==> src/rtl/uart_pkg.sv <==
// uart_pkg -- definitions shared by the board's UART transmitter and receiver.
//
// Contents:
//   rx_state_t            receiver FSM state encoding
//   DATA_BITS             payload bits per 8N1 frame
//   DEFAULT_CLKS_PER_BIT  clk cycles per bit (100 MHz / 115200); uart_tx and
//                         uart_rx both default to it so the two ends always
//                         agree on the baud rate.
package uart_pkg;

    typedef enum logic [2:0] {
        IDLE,
        START,
        DATA,
        STOP,
        BREAK
    } rx_state_t;

    localparam int unsigned DATA_BITS            = 8;
    localparam int unsigned DEFAULT_CLKS_PER_BIT = 868;

endpackage

==> src/rtl/uart_rx_sync.sv <==
// uart_rx_sync -- brings the asynchronous serial line into the clk domain.
//
// The line passes through a SYNC_STAGES-deep flop chain that resets to 1
// (the idle level), so no false start bit is seen when reset is released.
// One further flop holds the previous synchronized value for edge detection.
//
// Ports:
//   clk      in   receive clock
//   rst      in   asynchronous, active-high reset (presets the chain to 1)
//   rx_data  in   raw serial line, idle high, asynchronous to clk
//   rx_s     out  synchronized line, delayed SYNC_STAGES cycles
//   fall     out  one-cycle strobe: rx_s went from 1 to 0
module uart_rx_sync #(
    parameter int unsigned SYNC_STAGES = 2
) (
    input  logic clk,
    input  logic rst,
    input  logic rx_data,
    output logic rx_s,
    output logic fall
);

    logic [SYNC_STAGES-1:0] sync_q;
    logic                   rx_s_d;

    always_ff @(posedge clk or posedge rst) begin
        if (rst) begin
            sync_q <= '1;
            rx_s_d <= 1'b1;
        end else begin
            sync_q[0] <= rx_data;
            for (int unsigned i = 1; i < SYNC_STAGES; i++) begin
                sync_q[i] <= sync_q[i-1];
            end
            rx_s_d <= sync_q[SYNC_STAGES-1];
        end
    end

    assign rx_s = sync_q[SYNC_STAGES-1];
    assign fall = rx_s_d & ~rx_s;

endmodule

==> src/rtl/uart_rx.sv <==
// uart_rx -- 8N1 serial receiver, LSB first, for the host command link.
//
// Each bit is sampled three times around its centre (cnt = MID-1, MID,
// MID+1) and resolved by majority vote at cnt = MID+1, which rejects single
// cycle glitches. A start bit that votes 1 is treated as noise. Completed
// bytes are offered on a valid/ready handshake; a byte that completes while
// the previous one is still unconsumed is dropped and flagged as an overrun.
// A stop bit that votes 0 is flagged as a framing error and the receiver
// then waits for the line to return high, so a held-low line (break) reports
// only once. CLKS_PER_BIT must be at least 8.
//
// Ports:
//   clk        in   receive clock (clk_mem domain)
//   rst        in   asynchronous, active-high reset; discards a partial byte
//   rx_data    in   serial line, idle high, asynchronous to clk
//   dout       out  received byte, stable while rx_valid is high
//   rx_valid   out  dout holds an unconsumed byte
//   rx_ready   in   consumer takes dout on an edge with rx_valid & rx_ready
//   frame_err  out  one-cycle pulse: stop bit sampled 0
//   overrun    out  one-cycle pulse: byte completed while rx_valid was high
//   busy       out  receiver is inside a frame (state != IDLE)
module uart_rx
    import uart_pkg::*;
#(
    parameter int unsigned CLKS_PER_BIT = DEFAULT_CLKS_PER_BIT,
    parameter int unsigned SYNC_STAGES  = 2
) (
    input  logic                 clk,
    input  logic                 rst,
    input  logic                 rx_data,
    output logic [DATA_BITS-1:0] dout,
    output logic                 rx_valid,
    input  logic                 rx_ready,
    output logic                 frame_err,
    output logic                 overrun,
    output logic                 busy
);

    localparam int unsigned CNT_W = $clog2(CLKS_PER_BIT);
    localparam int unsigned MID   = CLKS_PER_BIT / 2;

    localparam logic [CNT_W-1:0] CNT_S0   = CNT_W'(MID - 1);
    localparam logic [CNT_W-1:0] CNT_S1   = CNT_W'(MID);
    localparam logic [CNT_W-1:0] CNT_DEC  = CNT_W'(MID + 1);
    localparam logic [CNT_W-1:0] CNT_LAST = CNT_W'(CLKS_PER_BIT - 1);
    localparam logic [2:0]       IDX_LAST = 3'(DATA_BITS - 1);

    logic rx_s;
    logic fall;

    uart_rx_sync #(
        .SYNC_STAGES(SYNC_STAGES)
    ) u_sync (
        .clk    (clk),
        .rst    (rst),
        .rx_data(rx_data),
        .rx_s   (rx_s),
        .fall   (fall)
    );

    rx_state_t            state, state_nxt;
    logic [CNT_W-1:0]     cnt, cnt_nxt;
    logic [2:0]           bit_idx, bit_idx_nxt;
    logic [DATA_BITS-1:0] shift, shift_nxt;
    logic [1:0]           samp, samp_nxt;
    logic [DATA_BITS-1:0] dout_nxt;
    logic                 valid_nxt;
    logic                 ferr_nxt;
    logic                 ovr_nxt;

    logic at_dec;
    logic at_last;
    logic maj;

    assign at_dec  = (cnt == CNT_DEC);
    assign at_last = (cnt == CNT_LAST);
    // Third sample is the live line value at the decision point.
    assign maj     = (samp[0] & samp[1]) | (samp[0] & rx_s) | (samp[1] & rx_s);

    always_ff @(posedge clk or posedge rst) begin
        if (rst) begin
            state     <= IDLE;
            cnt       <= '0;
            bit_idx   <= '0;
            shift     <= '0;
            samp      <= '0;
            dout      <= '0;
            rx_valid  <= 1'b0;
            frame_err <= 1'b0;
            overrun   <= 1'b0;
        end else begin
            state     <= state_nxt;
            cnt       <= cnt_nxt;
            bit_idx   <= bit_idx_nxt;
            shift     <= shift_nxt;
            samp      <= samp_nxt;
            dout      <= dout_nxt;
            rx_valid  <= valid_nxt;
            frame_err <= ferr_nxt;
            overrun   <= ovr_nxt;
        end
    end

    always_comb begin
        state_nxt   = state;
        cnt_nxt     = cnt;
        bit_idx_nxt = bit_idx;
        shift_nxt   = shift;
        samp_nxt    = samp;
        dout_nxt    = dout;
        valid_nxt   = rx_valid;
        ferr_nxt    = 1'b0;
        ovr_nxt     = 1'b0;

        // Consumer handshake; a byte loaded below on the same edge overrides.
        if (rx_valid && rx_ready) begin
            valid_nxt = 1'b0;
        end

        // Bit-time counter and the two early samples, shared by all
        // in-frame states.
        if (state == START || state == DATA || state == STOP) begin
            cnt_nxt = at_last ? '0 : cnt + 1'b1;
            if (cnt == CNT_S0) samp_nxt[0] = rx_s;
            if (cnt == CNT_S1) samp_nxt[1] = rx_s;
        end

        case (state)
            IDLE: begin
                if (fall) begin
                    cnt_nxt   = '0;
                    state_nxt = START;
                end
            end

            START: begin
                if (at_dec && maj) begin
                    cnt_nxt   = '0;
                    state_nxt = IDLE;
                end else if (at_last) begin
                    bit_idx_nxt = '0;
                    state_nxt   = DATA;
                end
            end

            DATA: begin
                if (at_dec) begin
                    shift_nxt = {maj, shift[DATA_BITS-1:1]};
                end
                if (at_last) begin
                    bit_idx_nxt = bit_idx + 1'b1;
                    if (bit_idx == IDX_LAST) begin
                        state_nxt = STOP;
                    end
                end
            end

            STOP: begin
                // Leave at the stop-bit centre rather than its end so the
                // next start edge is never missed on a slightly fast sender.
                if (at_dec) begin
                    cnt_nxt = '0;
                    if (maj) begin
                        if (!rx_valid || rx_ready) begin
                            dout_nxt  = shift;
                            valid_nxt = 1'b1;
                        end else begin
                            ovr_nxt = 1'b1;
                        end
                        state_nxt = IDLE;
                    end else begin
                        ferr_nxt  = 1'b1;
                        state_nxt = BREAK;
                    end
                end
            end

            BREAK: begin
                if (rx_s) begin
                    state_nxt = IDLE;
                end
            end

            default: begin
                cnt_nxt   = '0;
                state_nxt = IDLE;
            end
        endcase
    end

    assign busy = (state != IDLE);

endmodule

==> config.mk <==
export PLATFORM = sky130hd
export DESIGN_NAME = uart_rx
export DESIGN_NICKNAME = d
export VERILOG_FILES = /design/src/rtl/uart_pkg.sv /design/src/rtl/uart_rx_sync.sv /design/src/rtl/uart_rx.sv
export SDC_FILE = /design/constraint.sdc
export NUM_CORES = 1
export LEC_CHECK = 0
export ABC_AREA = 1
export BUFFER_PORTS_ARGS = -buffer_cell sky130_fd_sc_hd__buf_2
export CAP_MARGIN = 10
export CORE_ASPECT_RATIO = 0.8
export CORE_UTILIZATION = 53
export DETAILED_ROUTE_END_ITERATION = 12
export GPL_TIMING_DRIVEN = 0
export PLACE_DENSITY = 0.81
export SLEW_MARGIN = 10
export SYNTH_ARGS = -nofsm -noshare
export SYNTH_HDL_FRONTEND = slang
export SYNTH_SLANG_ARGS = --single-unit
==> constraint.sdc <==
create_clock -name clk -period 1.35 [get_ports clk]
set_input_delay 0.135 -clock clk [delete_from_list [all_inputs] [get_ports clk]]
set_output_delay 0.135 -clock clk [all_outputs]
set_load 0.02 [all_outputs]
=== After elaboration in Yosys (flattened, before gate mapping) ===
Cells that the tools add are included.

* Logic and storage cells: 85
* Register bits: 40
* Bits of input ports: 4

* Equal/unequal tests: 17
* Bitwise logic cells: 7
* Reductions and logical operators: 16
* Multiplexer cells: 31
* Add/sub/neg operators: 2

{| class="wikitable"
|+ Operators with widths
! cell !! count
|-
| $mux 10 || 5
|-
| $pmux 10 s4 || 1
|-
| $mux 3 || 11
|-
| $eq 10x9->1 const B || 3
|-
| $pmux 3 s5 || 1
|-
| $mux 1 || 12
|-
| $add 10x1->10 const B || 1
|-
| $eq 10x10->1 const B || 1
|-
| $ne 2x2->1 const B || 5
|-
| $reduce_and 4->1 || 2
|-
| $eq 3x2->1 const B || 2
|-
| $eq 3x3->1 const B || 2
|-
| $pmux 3 s2 || 1
|-
| $reduce_and 2->1 || 3
|-
| $reduce_and 6->1 || 1
|-
| $and 1x1->1 || 4
|-
| $ne 2x1->1 const B || 2
|-
| $add 3x1->3 const B || 1
|-
| $eq 3x1->1 const B || 1
|-
| $logic_not 3->1 || 1
|-
| $logic_or 1x1->1 || 3
|-
| $ne 3x2->1 const B || 1
|-
| $reduce_bool 3->1 || 1
|-
| $logic_and 1x1->1 || 2
|-
| other kinds (5) || 6
|}

=== Longest topological paths before layout ===
Gate-level depths: netlist (run 1).

* Depth in word-level cells: 6
* Depth in mapped cells: 9
* Depth with buffers taken out: 9

=== By module ===
Synthesis (run 1) repeated with hierarchy kept, for this count alone.

* Cell total of the unflattened synthesis: 256
* Area total of the unflattened synthesis: 2130.8 sq um

{| class="wikitable"
|+ Modules (own cells, without submodules)
! module !! cells an instance !! area an instance (sq um) !! instances
|-
| uart_rx || 250 || 2038.2 || 1
|-
| uart_rx_sync || 6 || 92.6 || 1
|}

=== Worst setup path after synthesis (run 1) ===
Ideal clock, no wire load.

* Path type: register to register
* Start: reg cnt[0]
* End: reg state[0]
* Arrival time: 1387 ps
* Stages on the path, launching flop included: 9
* Clock period less this slack: 1504 ps
* Slack: -154 ps
* Path buffers: 0
* Cells stage by stage: dfrtp_1 ha_1 nand2_1 nor2_1 nand2_1 a21oi_1 nand3_1 nand2_1 nand2_1

* Cells in the longest elaborated chain, start to end: 4

{| class="wikitable"
|+ RTL lines
! what !! RTL line !! text
|-
| start, declared || uart_rx.sv:62 || <nowiki>logic [CNT_W-1:0] cnt, cnt_nxt;</nowiki>
|-
| start signal, assigned || uart_rx.sv:93 || <nowiki>cnt <= cnt_nxt;</nowiki>
|-
| $eq 10x9->1 || uart_rx.sv:75 || <nowiki>assign at_dec = (cnt == CNT_DEC);</nowiki>
|-
| $logic_and 1x1->1 || uart_rx.sv:137 || <nowiki>if (at_dec && maj) begin</nowiki>
|-
| $ne 3x2->1 (no line) / $mux 3 (equally long branches) || -- ||
|-
| $reduce_and 6->1 (no line) / $pmux 3 s5 (equally long branches) || -- ||
|-
| end signal, assigned || uart_rx.sv:92 || <nowiki>state <= state_nxt;</nowiki>
|-
| end, declared || uart_rx.sv:61 || <nowiki>rx_state_t state, state_nxt;</nowiki>
|}

Several ways; a longest one is shown, not always the timed one.
A chain may end at the register's enable or synchronous reset.

=== Worst setup path after layout (run 1) ===
* Start: reg cnt[0]
* End: reg state[1]

Same word-level chain as after synthesis.

==> run_results.csv, run 1 <==
group,metric,value,unit
clock_network,clkTransAtPathRegs,0.08,ns
yosys,ys_seq_area_share,49.6,%
routing,drtAntennaViolNets,0,
routing,first_pass_iters,6,
clock_network,clock_latency,0.31,ns
sta,fmax,0.628,GHz
grt,grt_pass1_vias,1840,
yosys,netlist_top_cells_count,"62 x nand2_1, 37 x dfrtp_1, 32 x inv_1",
worst_setup_path,cp_max_fo,3,
worst_setup_path,crit_buf_inv,2,
sta,finalCritPeriodShare,118,%
finish,final_util,85.3,%
floorplanning,ios,16,
routing,vias,2147,
yosys,synth_area_leaders,"dfrtp_1 46%, nand2_1 11%, inv_1 5.9%, nor2_1 5.7%, nand3_1 5.4%",
finish,fin_area,0.00302,sq mm
sta,hold_viol_final,35,
job,max-cap-violations,0,
sta,setup_violations,34,
outcome,violations,"hold timing, setup timing",
sta,drv_slew,0,
clock_network,cts_buffers,5,
floorplanning,die_w,71.1,um
worst_setup_path,reg2reg_setup_slack,-0.24,ns
worst_setup_path,critPathRequiredTime,1.54,ns
yosys,synth.distinct_cells,27,
clock_network,cts.sinks,40,
routing,drt_iter0_markers,186,
worst_setup_path,slowest_delay,0.41,ns
yosys,avgSynthCellArea,8.21,sq um
grt,grt-ovfl-total,0,
yosys,netlist_instances,247,
yosys,synthFlopType,"dfrtp_1",
routing,drcViolationCount,0,
worst_setup_path,worst_r2r_startpoint,"cnt[0]",
clock_network,cts_tree,"done",
yosys,synth_top_area_share,45.7,%
grt,grt_pass1_wl,8280,um
clock_network,htreeDepth,2,
placement,dp_hpwl,2800,um
floorplanning,die_h,57.3,um
floorplanning,die-area,0.00408,sq mm
pwr,vdd_ir_drop_max,1.05,mV
worst_setup_path,r2r_cells,9,
grt,antenna_found_initial,0,
clock_network,clockRootBuffer,"clkbuf_8",
sta,relSlewSlack,45.9,%
pwr,power.leakage,0.00141,uW
pwr,p_per_area,1240,mW/mm^2
placement,place_congestion,0.867,
placement,io_buffers,15,
finish,instances_no_fill,353,
finish,final_nets,319,
finish,drive_above_1_share,50.2,%
worst_setup_path,path_class,"flip-flop to flip-flop",
sta,finalSetupTns,-5.91,ns
floorplanning,row_count,19,
routing,routed_wl,6820,um
worst_hold_path,hold_path.class,"primary input to asynchronous set/reset pin",
clock_network,clockBufferDepth,2,
yosys,postSynth.asyncResetShare,100,%
worst_setup_path,cp-start-kind,"flip-flop",
worst_setup_path,critical_path.endpoint_type,"flip-flop",
worst_setup_path,arrival,1.78,ns
yosys,synth_edf_count,0,
yosys,yosysMostFrequentCell,"nand2_1",
yosys,yosysTopAreaCell,"dfrtp_1",
floorplanning,core_region_area,0.00354,sq mm
sta,finClkSkew,0.0107,ns
finish,num_antenna_cells,0,
floorplanning,start_util,57.2,%
worst_setup_path,cpMaxStageDelayCell,"dfrtp_1",
worst_setup_path,r2r_end,"state[1]",
yosys,ys_seq_elements,40,
finish,fillers,165,
yosys,synth_nets,256,
worst_setup_path,path_delay_family,"simple AND/OR/NAND/NOR gates",
sta,setup_ws,-0.244,ns
grt,grtUsageTotal,27.0,%
outcome,status,"finished with violations",
sta,worst_pin_slew,0.810,ns
sta,hold_ws,-0.0251,ns
placement,dpl_cell_area,0.00218,sq mm
routing,vias_per_cell,6.08,
sta,period_minus_slack,1.59,ns
yosys,netlist_area,0.00203,sq mm
worst_setup_path,crit_chain,"ha_4 -> buf_6 -> inv_4 -> nor2_4 -> nand3b_1 -> nand3_1 -> nand3_2 -> nand2_1 -> nand2_1",
worst_setup_path,path_common_cell,"nand2_1",
routing,post_drt_wl_per_cell,19.3,um
placement,dp_cells,304,
yosys,ys.warnings.count,0,
sta,rsz0062_at_grt,"true",
finish,syn2layout_area_growth,49.1,%
grt,grt_max_degree,41,
-- layout by cell type, fill, tap and decap left out, types with 10 or more instances in the layout --
cell type and instances:
buf_4 30, inv_2 11, nor2_1 13, dfrtp_1 35
nor2_2 12, nor2_4 10, buf_2 14, nand2_2 12
nand3_1 12, nand2_1 46, inv_1 21, buf_6 10
-- worst max path at each step --
stage,from,to,cells past startpoint
after global routing,cnt[3],state[0],9
final,cnt[0],state[1],9
after global placement,cnt[0],dout[7],9
after CTS,cnt[1],dout[0],9
after floorplan,cnt[0],dout[1],9
after detailed placement,cnt[0],dout[7],9
-- repair_timing --
action | CTS | global route
pin swaps | 17 | 16
cloned | 1 | 1
gates resized for setup | 62 | 46
endpoints found under the setup margin | 38 | 37
setup buffers | 27 | 12
hold endpoints to repair | 1 | 0
hold buffers | 1 | 0
-- area by class of cell --
cell class	instances	area (sq um)	share of cell area (%)
tap	42	52.6	1.74
inverter	35	141	4.68
sequential	40	1010	33.3
clock inverter	2	35.0	1.16
buffer	3	38.8	1.28
multi-input combinational	169	1210	40.1
clock buffer	6	72.6	2.40
timing repair buffer	56	464	15.4
-- cells by family (layout without fill, tap and decap cells) --
family	after synthesis	in the layout	share of synthesized area (%)
adders and majority gates	5	5	3.09
buffers and inverters	38	102	7.65
xor gates and xnor gates	3	3	1.30
AOI/OAI and AO/OA	27	27	8.33
DFF	40	40	49.6
and+or+nand+nor	134	134	30.1
-- per-stage QoR --
stage / setup slack, ns / total power [uW]
finish: -0.244 / 3760
global route: -0.352 / 3880
CTS: -0.122 / 3330
detailed placement: -0.304 / 2010
global placement: -0.306 / 1990
floorplan: -0.133 / 1850
-- worst register-to-register path: stages (launching register included) --
cell      delay (ns)
dfrtp_1         0.41
ha_4            0.19
buf_6           0.12
inv_4           0.04
nor2_4          0.15
nand3b_1        0.16
nand3_1         0.16
nand3_2         0.11
nand2_1         0.08
nand2_1         0.06
-- state kept, by name, summed over array words and instances, names as in the netlist, 2 cells and up --
register	flops
shift	8
state	3
bit_idx	3
u_sync.sync_q	2
dout	8
samp	2
cnt	10
-- layer usage --
layer	up-vias	GRT usage, %	part of all wire [%]
li1	911	-	-
met5	-	0	0
met3	52	7.42	7.3
met1	1051	32.4	37
met4	0	12.0	5.2
met2	133	46.0	50
-- power by group --
part | total (uW) | internal [uW] | switching (uW)
combinational | 1450 | 584 | 864
sequential | 1340 | 1270 | 72.8
clock | 971 | 548 | 423
(Power assumes the default switching activity.)
==> inputs of run 2 (changes only) <==
GPL_TIMING_DRIVEN = not set   (was 0)
REMOVE_ABC_BUFFERS = 1   (was not set)
==> run 2 against run 1 <==
The flow finishes with violations (DRC, setup timing). Sequential share of layout area up 1.3 points. Flip-flop and latch count unchanged. Utilization shrank 3.2 points. Register-to-register slack improved by 0.04 ns. Critical path depth down 1. Highest routed layer unchanged. Clock power about the same.
==> run_results.csv, run 2 (synthesis results as in run 1) <==
group,metric,value,unit
outcome,status,"finished with violations",
outcome,violations,"DRC, setup timing",
finish,fin_area,0.00291,sq mm
routing,drtAntennaViolNets,0,
grt,grt_pass1_vias,2002,
sta,drv_slew,0,
sta,rsz0062_at_grt,"true",
finish,num_antenna_cells,0,
floorplanning,core_region_area,0.00354,sq mm
placement,dpl_cell_area,0.00245,sq mm
placement,dp_hpwl,3410,um
placement,place_congestion,0.931,
finish,final_util,82.2,%
sta,hold_viol_final,0,
placement,io_buffers,15,
sta,finClkSkew,0.00893,ns
clock_network,clockRootBuffer,"clkbuf_8",
sta,finalCritPeriodShare,115,%
finish,fillers,195,
worst_setup_path,path_delay_family,"simple AND/OR/NAND/NOR gates",
pwr,vdd_ir_drop_max,0.932,mV
routing,vias,2057,
finish,mostFrequentLayoutCell,"nand2_1",
grt,grt_pass1_wl,9370,um
routing,vias_per_cell,5.68,
clock_network,cts_buffers,5,
clock_network,htreeDepth,2,
worst_setup_path,crit_chain,"ha_4 -> inv_1 -> nor2_4 -> nand3_2 -> inv_2 -> o21ai_4 -> nand2_4 -> nor2_1",
finish,final_nets,328,
floorplanning,die_w,71.1,um
worst_setup_path,path_class,"flip-flop to flip-flop",
worst_hold_path,hold_path.class,"flip-flop to flip-flop",
floorplanning,die-area,0.00408,sq mm
grt,grt-ovfl-total,0,
grt,antenna_found_initial,0,
floorplanning,ios,16,
grt,grtUsageTotal,31.0,%
sta,period_minus_slack,1.56,ns
floorplanning,start_util,57.2,%
sta,setup_ws,-0.208,ns
job,max-cap-violations,0,
finish,syn2layout_area_growth,43.6,%
grt,grt_max_degree,20,
sta,worst_pin_slew,0.432,ns
worst_setup_path,arrival,1.77,ns
pwr,power.leakage,0.00137,uW
routing,drt_iter0_markers,211,
worst_setup_path,cpMaxStageDelayCell,"dfrtp_1",
placement,pre_cts_slack,-0.295,ns
floorplanning,row_count,19,
sta,relSlewSlack,71.2,%
worst_setup_path,cp_max_fo,8,
pwr,p_per_area,1240,mW/mm^2
worst_setup_path,critical_path.endpoint_type,"flip-flop",
clock_network,clkTransAtPathRegs,0.08,ns
routing,routed_wl,6070,um
routing,post_drt_wl_per_cell,16.8,um
clock_network,cts.sinks,40,
clock_network,cts_tree,"done",
worst_setup_path,cp-start-kind,"flip-flop",
sta,setup_violations,36,
floorplanning,die_h,57.3,um
finish,top_regs,"cnt: 10 flops, dout: 8 flops, shift: 8 flops",
routing,first_pass_iters,8,
worst_setup_path,crit_buf_inv,2,
finish,largest_register,"cnt",
clock_network,clockBufferDepth,2,
worst_setup_path,critPathRequiredTime,1.56,ns
finish,drive_above_1_share,45.3,%
clock_network,clock_latency,0.30,ns
routing,drcViolationCount,2,
worst_setup_path,slowest_delay,0.43,ns
sta,fmax,0.642,GHz
finish,largest_reg_flops,10,
finish,layout_common_cells,"49 x nand2_1, 43 x buf_4, 34 x dfrtp_1",
run 2: changes by cell type in the layout (fill, tap and decap cells not counted), sizes merged:
cell         change
buf              +8
clkbuf           -1
clkinv           -1
dlygate4sd3      +1
inv              +1
nand2            +1
run 2: metrics by stage:
stage	hold slack (ns)	total power (uW)	cells	TNS, ns
final	0.360	3620	362	-4.64
after global routing	0.364	3770	362	-6.47
after detailed placement	0.144	2240	342	-5.20
after global placement	0.140	2210	342	-3.22
after CTS	0.363	3420	360	-2.42
after floorplan	0.139	1810	244	-2.36
run 2: routing by layer:
| layer | vias to the layer above | part of all wire (%) | track usage (%) |
|---|---|---|---|
| li1 | 928 | - | - |
| met1 | 1008 | 40 | 38.4 |
| met2 | 93 | 48 | 51.6 |
| met3 | 28 | 7.3 | 7.07 |
| met4 | 0 | 4.2 | 16.0 |
| met5 | - | 0 | 0 |
run 2: layout make-up:
type                    count  area, sq um  share of cell area [%]
multi-input cells         170         1090                    37.6
clock buffers               6         72.6                    2.49
inverters                  35          136                    4.69
well taps                  42         52.6                    1.81
repair buffers             67          512                    17.6
clock inverters             2         35.0                    1.20
flip-flops and latches     40         1010                    34.7
run 2: worst paths after layout:
check                                  from          endpoint  slack, ns  depth (start not counted)
setup / recovery                     cnt[0]            cnt[9]      -0.21                          8
hold / removal             u_sync.sync_q[0]  u_sync.sync_q[1]       0.36                          0
setup reg to reg                     cnt[0]            cnt[9]      -0.21                          8
hold reg to reg            u_sync.sync_q[0]  u_sync.sync_q[1]       0.36                          0
max in group asynchronous               rst          state[1]       0.40                          4
min in group asynchronous               rst            cnt[8]       0.39                          3
run 2: where the power goes:
group	switching, uW	internal (uW)	leakage (uW)	total (uW)
Sequential	73.3	1270	0.000540	1340
Combinational	748	563	0.000779	1310
Clock	424	549	0.0000552	972
Total	1240	2380	0.00137	3620
run 2: worst reg2reg max path: cells and delay by family (launching register included):
family | cells | cell delay (ns)
adder cells (fa/ha/maj) | 1 | 0.19
buffers and inverters | 2 | 0.17
flip-flops | 1 | 0.43
AO/OA/AOI/OAI | 1 | 0.21
AND/OR/NAND/NOR | 4 | 0.45
run 2: timing repair:
| item | CTS | global route |
|---|---|---|
| cloned | 1 | 0 |
| gates resized for setup | 47 | 28 |
| setup buffers | 7 | 2 |
| endpoints found under the setup margin | 35 | 38 |
| endpoints found under the hold margin | 8 | 0 |
| hold buffers | 2 | 0 |
| pin swaps | 8 | 7 |
==> inputs of run 3 (changes only) <==
clock period = 1.4 ns   (was 1.35 ns; I/O delays follow)
==> run 3 against run 2 <==
The flow finishes with violations (setup timing). Sequential share of layout area is 0.67 points lower. Setup slack worse by 0.013 ns. Largest power group is now combinational cells. Fmax is 3.9% lower. Count of clock-buffer cells in the layout is 1 higher. Largest cell class unchanged. Final cell count is 0.83% lower. Final area is 1.8% higher. Critical path type unchanged.
==> run_results.csv, run 3 (synthesis results as in run 1) <==
group,metric,value,unit
routing,routed_wl,6450,um
finish,final_nets,325,
finish,largest_register,"cnt",
routing,drt_iter0_markers,166,
worst_setup_path,cp-start-kind,"flip-flop",
routing,vias,2105,
sta,setup_violations,36,
sta,hold_viol_final,0,
worst_hold_path,min_path_cells,0,
sta,period_minus_slack,1.62,ns
grt,grt_pass1_wl,8550,um
worst_setup_path,reg2reg_setup_slack,-0.22,ns
worst_setup_path,arrival,1.81,ns
clock_network,clock_latency,0.30,ns
sta,fmax,0.617,GHz
finish,drive_above_1_share,49.8,%
outcome,status,"finished with violations",
routing,first_pass_iters,7,
placement,io_buffers,15,
finish,top_regs,"cnt: 10 flops, dout: 8 flops, shift: 8 flops",
clock_network,clkTransAtPathRegs,0.08,ns
job,max-cap-violations,0,
pwr,power.leakage,0.00138,uW
worst_setup_path,worst_r2r_startpoint,"state[2]",
sta,rsz0062_at_grt,"true",
grt,grtUsageTotal,27.8,%
floorplanning,core_region_area,0.00354,sq mm
outcome,violations,"setup timing",
finish,layout_common_cells,"44 x nand2_1, 38 x buf_4, 35 x dfrtp_1",
routing,post_drt_wl_per_cell,18.0,um
sta,finalCritPeriodShare,116,%
sta,worst_pin_slew,0.490,ns
sta,finClkSkew,0.0118,ns
placement,dp_cells,338,
sta,setup_ws,-0.221,ns
floorplanning,ios,16,
worst_hold_path,min_from,"u_sync.sync_q[0]",
clock_network,clockRootBuffer,"clkbuf_8",
finish,instances_no_fill,359,
clock_network,cts_buffers,5,
floorplanning,die_h,57.3,um
floorplanning,row_count,19,
grt,antenna_found_initial,0,
finish,largest_reg_flops,10,
floorplanning,die_w,71.1,um
worst_setup_path,critical_path.endpoint_type,"flip-flop",
sta,drv_slew,0,
pwr,p_per_area,1210,mW/mm^2
sta,finalSetupTns,-4.68,ns
clock_network,clockBufferDepth,2,
clock_network,cts_tree,"done",
clock_network,htreeDepth,2,
placement,pre_cts_slack,-0.163,ns
worst_setup_path,critPathRequiredTime,1.59,ns
routing,drcViolationCount,0,
grt,grt_pass1_vias,1921,
worst_setup_path,r2r_end,"dout[3]",
floorplanning,die-area,0.00408,sq mm
worst_setup_path,r2r_cells,6,
worst_setup_path,cp_max_fo,8,
placement,place_congestion,0.882,
sta,relSlewSlack,67.3,%
pwr,vdd_ir_drop_max,1.12,mV
placement,dp_hpwl,3270,um
grt,grt_max_degree,41,
routing,drtAntennaViolNets,0,
routing,vias_per_cell,5.86,
worst_hold_path,hold_path.class,"flip-flop to flip-flop",
pwr,power.total,3590,uW
grt,grt-ovfl-total,0,
finish,syn2layout_area_growth,46.2,%
finish,num_antenna_cells,0,
worst_hold_path,whs_endpoint,"u_sync.sync_q[1]",
worst_setup_path,path_class,"flip-flop to flip-flop",
finish,mostFrequentLayoutCell,"nand2_1",
floorplanning,start_util,57.2,%
clock_network,cts.sinks,40,
## run 3: per-layer routing
metal  up-vias  wire (um)  global-route usage (%)
li1        925          -                       -
met1      1029       2550                    35.6
met2       113       3150                    46.1
met3        38        417                    6.01
met4         0        331                    11.7
met5         -          0                       0
## run 3: worst max path at each step
stage | endpoint | startpoint | slack [ns] | cells past startpoint
floorplan | state[0] | cnt[0] | -0.10 | 8
global placement | cnt[4] | cnt[0] | -0.15 | 8
detailed placement | cnt[4] | cnt[0] | -0.16 | 8
CTS | dout[6] | cnt[1] | -0.08 | 8
global route | dout[3] | cnt[3] | -0.25 | 7
finish | dout[3] | state[2] | -0.22 | 6
## run 3: repair_timing
item                       CTS  global route
hold buffers                 2             0
gates cloned                 1             0
buffers inserted             2             9
setup endpoints to repair   35            37
pin swaps                   10            23
gates resized for setup     42            53
hold endpoints to repair    38             0
## run 3: area by class of cell
type	count	area (sq um)
Multi-Input combinational cell	170	1140
Sequential cell	40	1010
Fill cell	188	578
Timing Repair Buffer	64	497
Inverter	35	141
Clock buffer	7	96.3
Tap cell	42	52.6
Clock inverter	1	30.0
## run 3: worst max-delay path: stages (launching register included)
cell and delay [ns]:
dfrtp_2 0.52, nor3_4 0.33, inv_2 0.10, nor2_4 0.26, nand2_8 0.14, nand2_4 0.10, o21ai_2 0.06
## run 3: power by group
group | leakage, uW | switching (uW) | internal, uW | total [uW]
sequential | 0.000541 | 45.7 | 1220 | 1260
combinational | 0.000777 | 784 | 514 | 1300
clock | 0.0000645 | 400 | 629 | 1030
total | 0.00138 | 1230 | 2360 | 3590
## run 3: stage by stage
step / instance area (sq um) / hold WS, ns / utilization, %
floorplan: 2000 / 0.144 / -
global placement: 2420 / 0.246 / 68.4
detailed placement: 2420 / 0.246 / 68.4
CTS: 2720 / 0.360 / 76.9
global route: 2960 / 0.365 / 83.7
finish: 2960 / 0.359 / 83.7
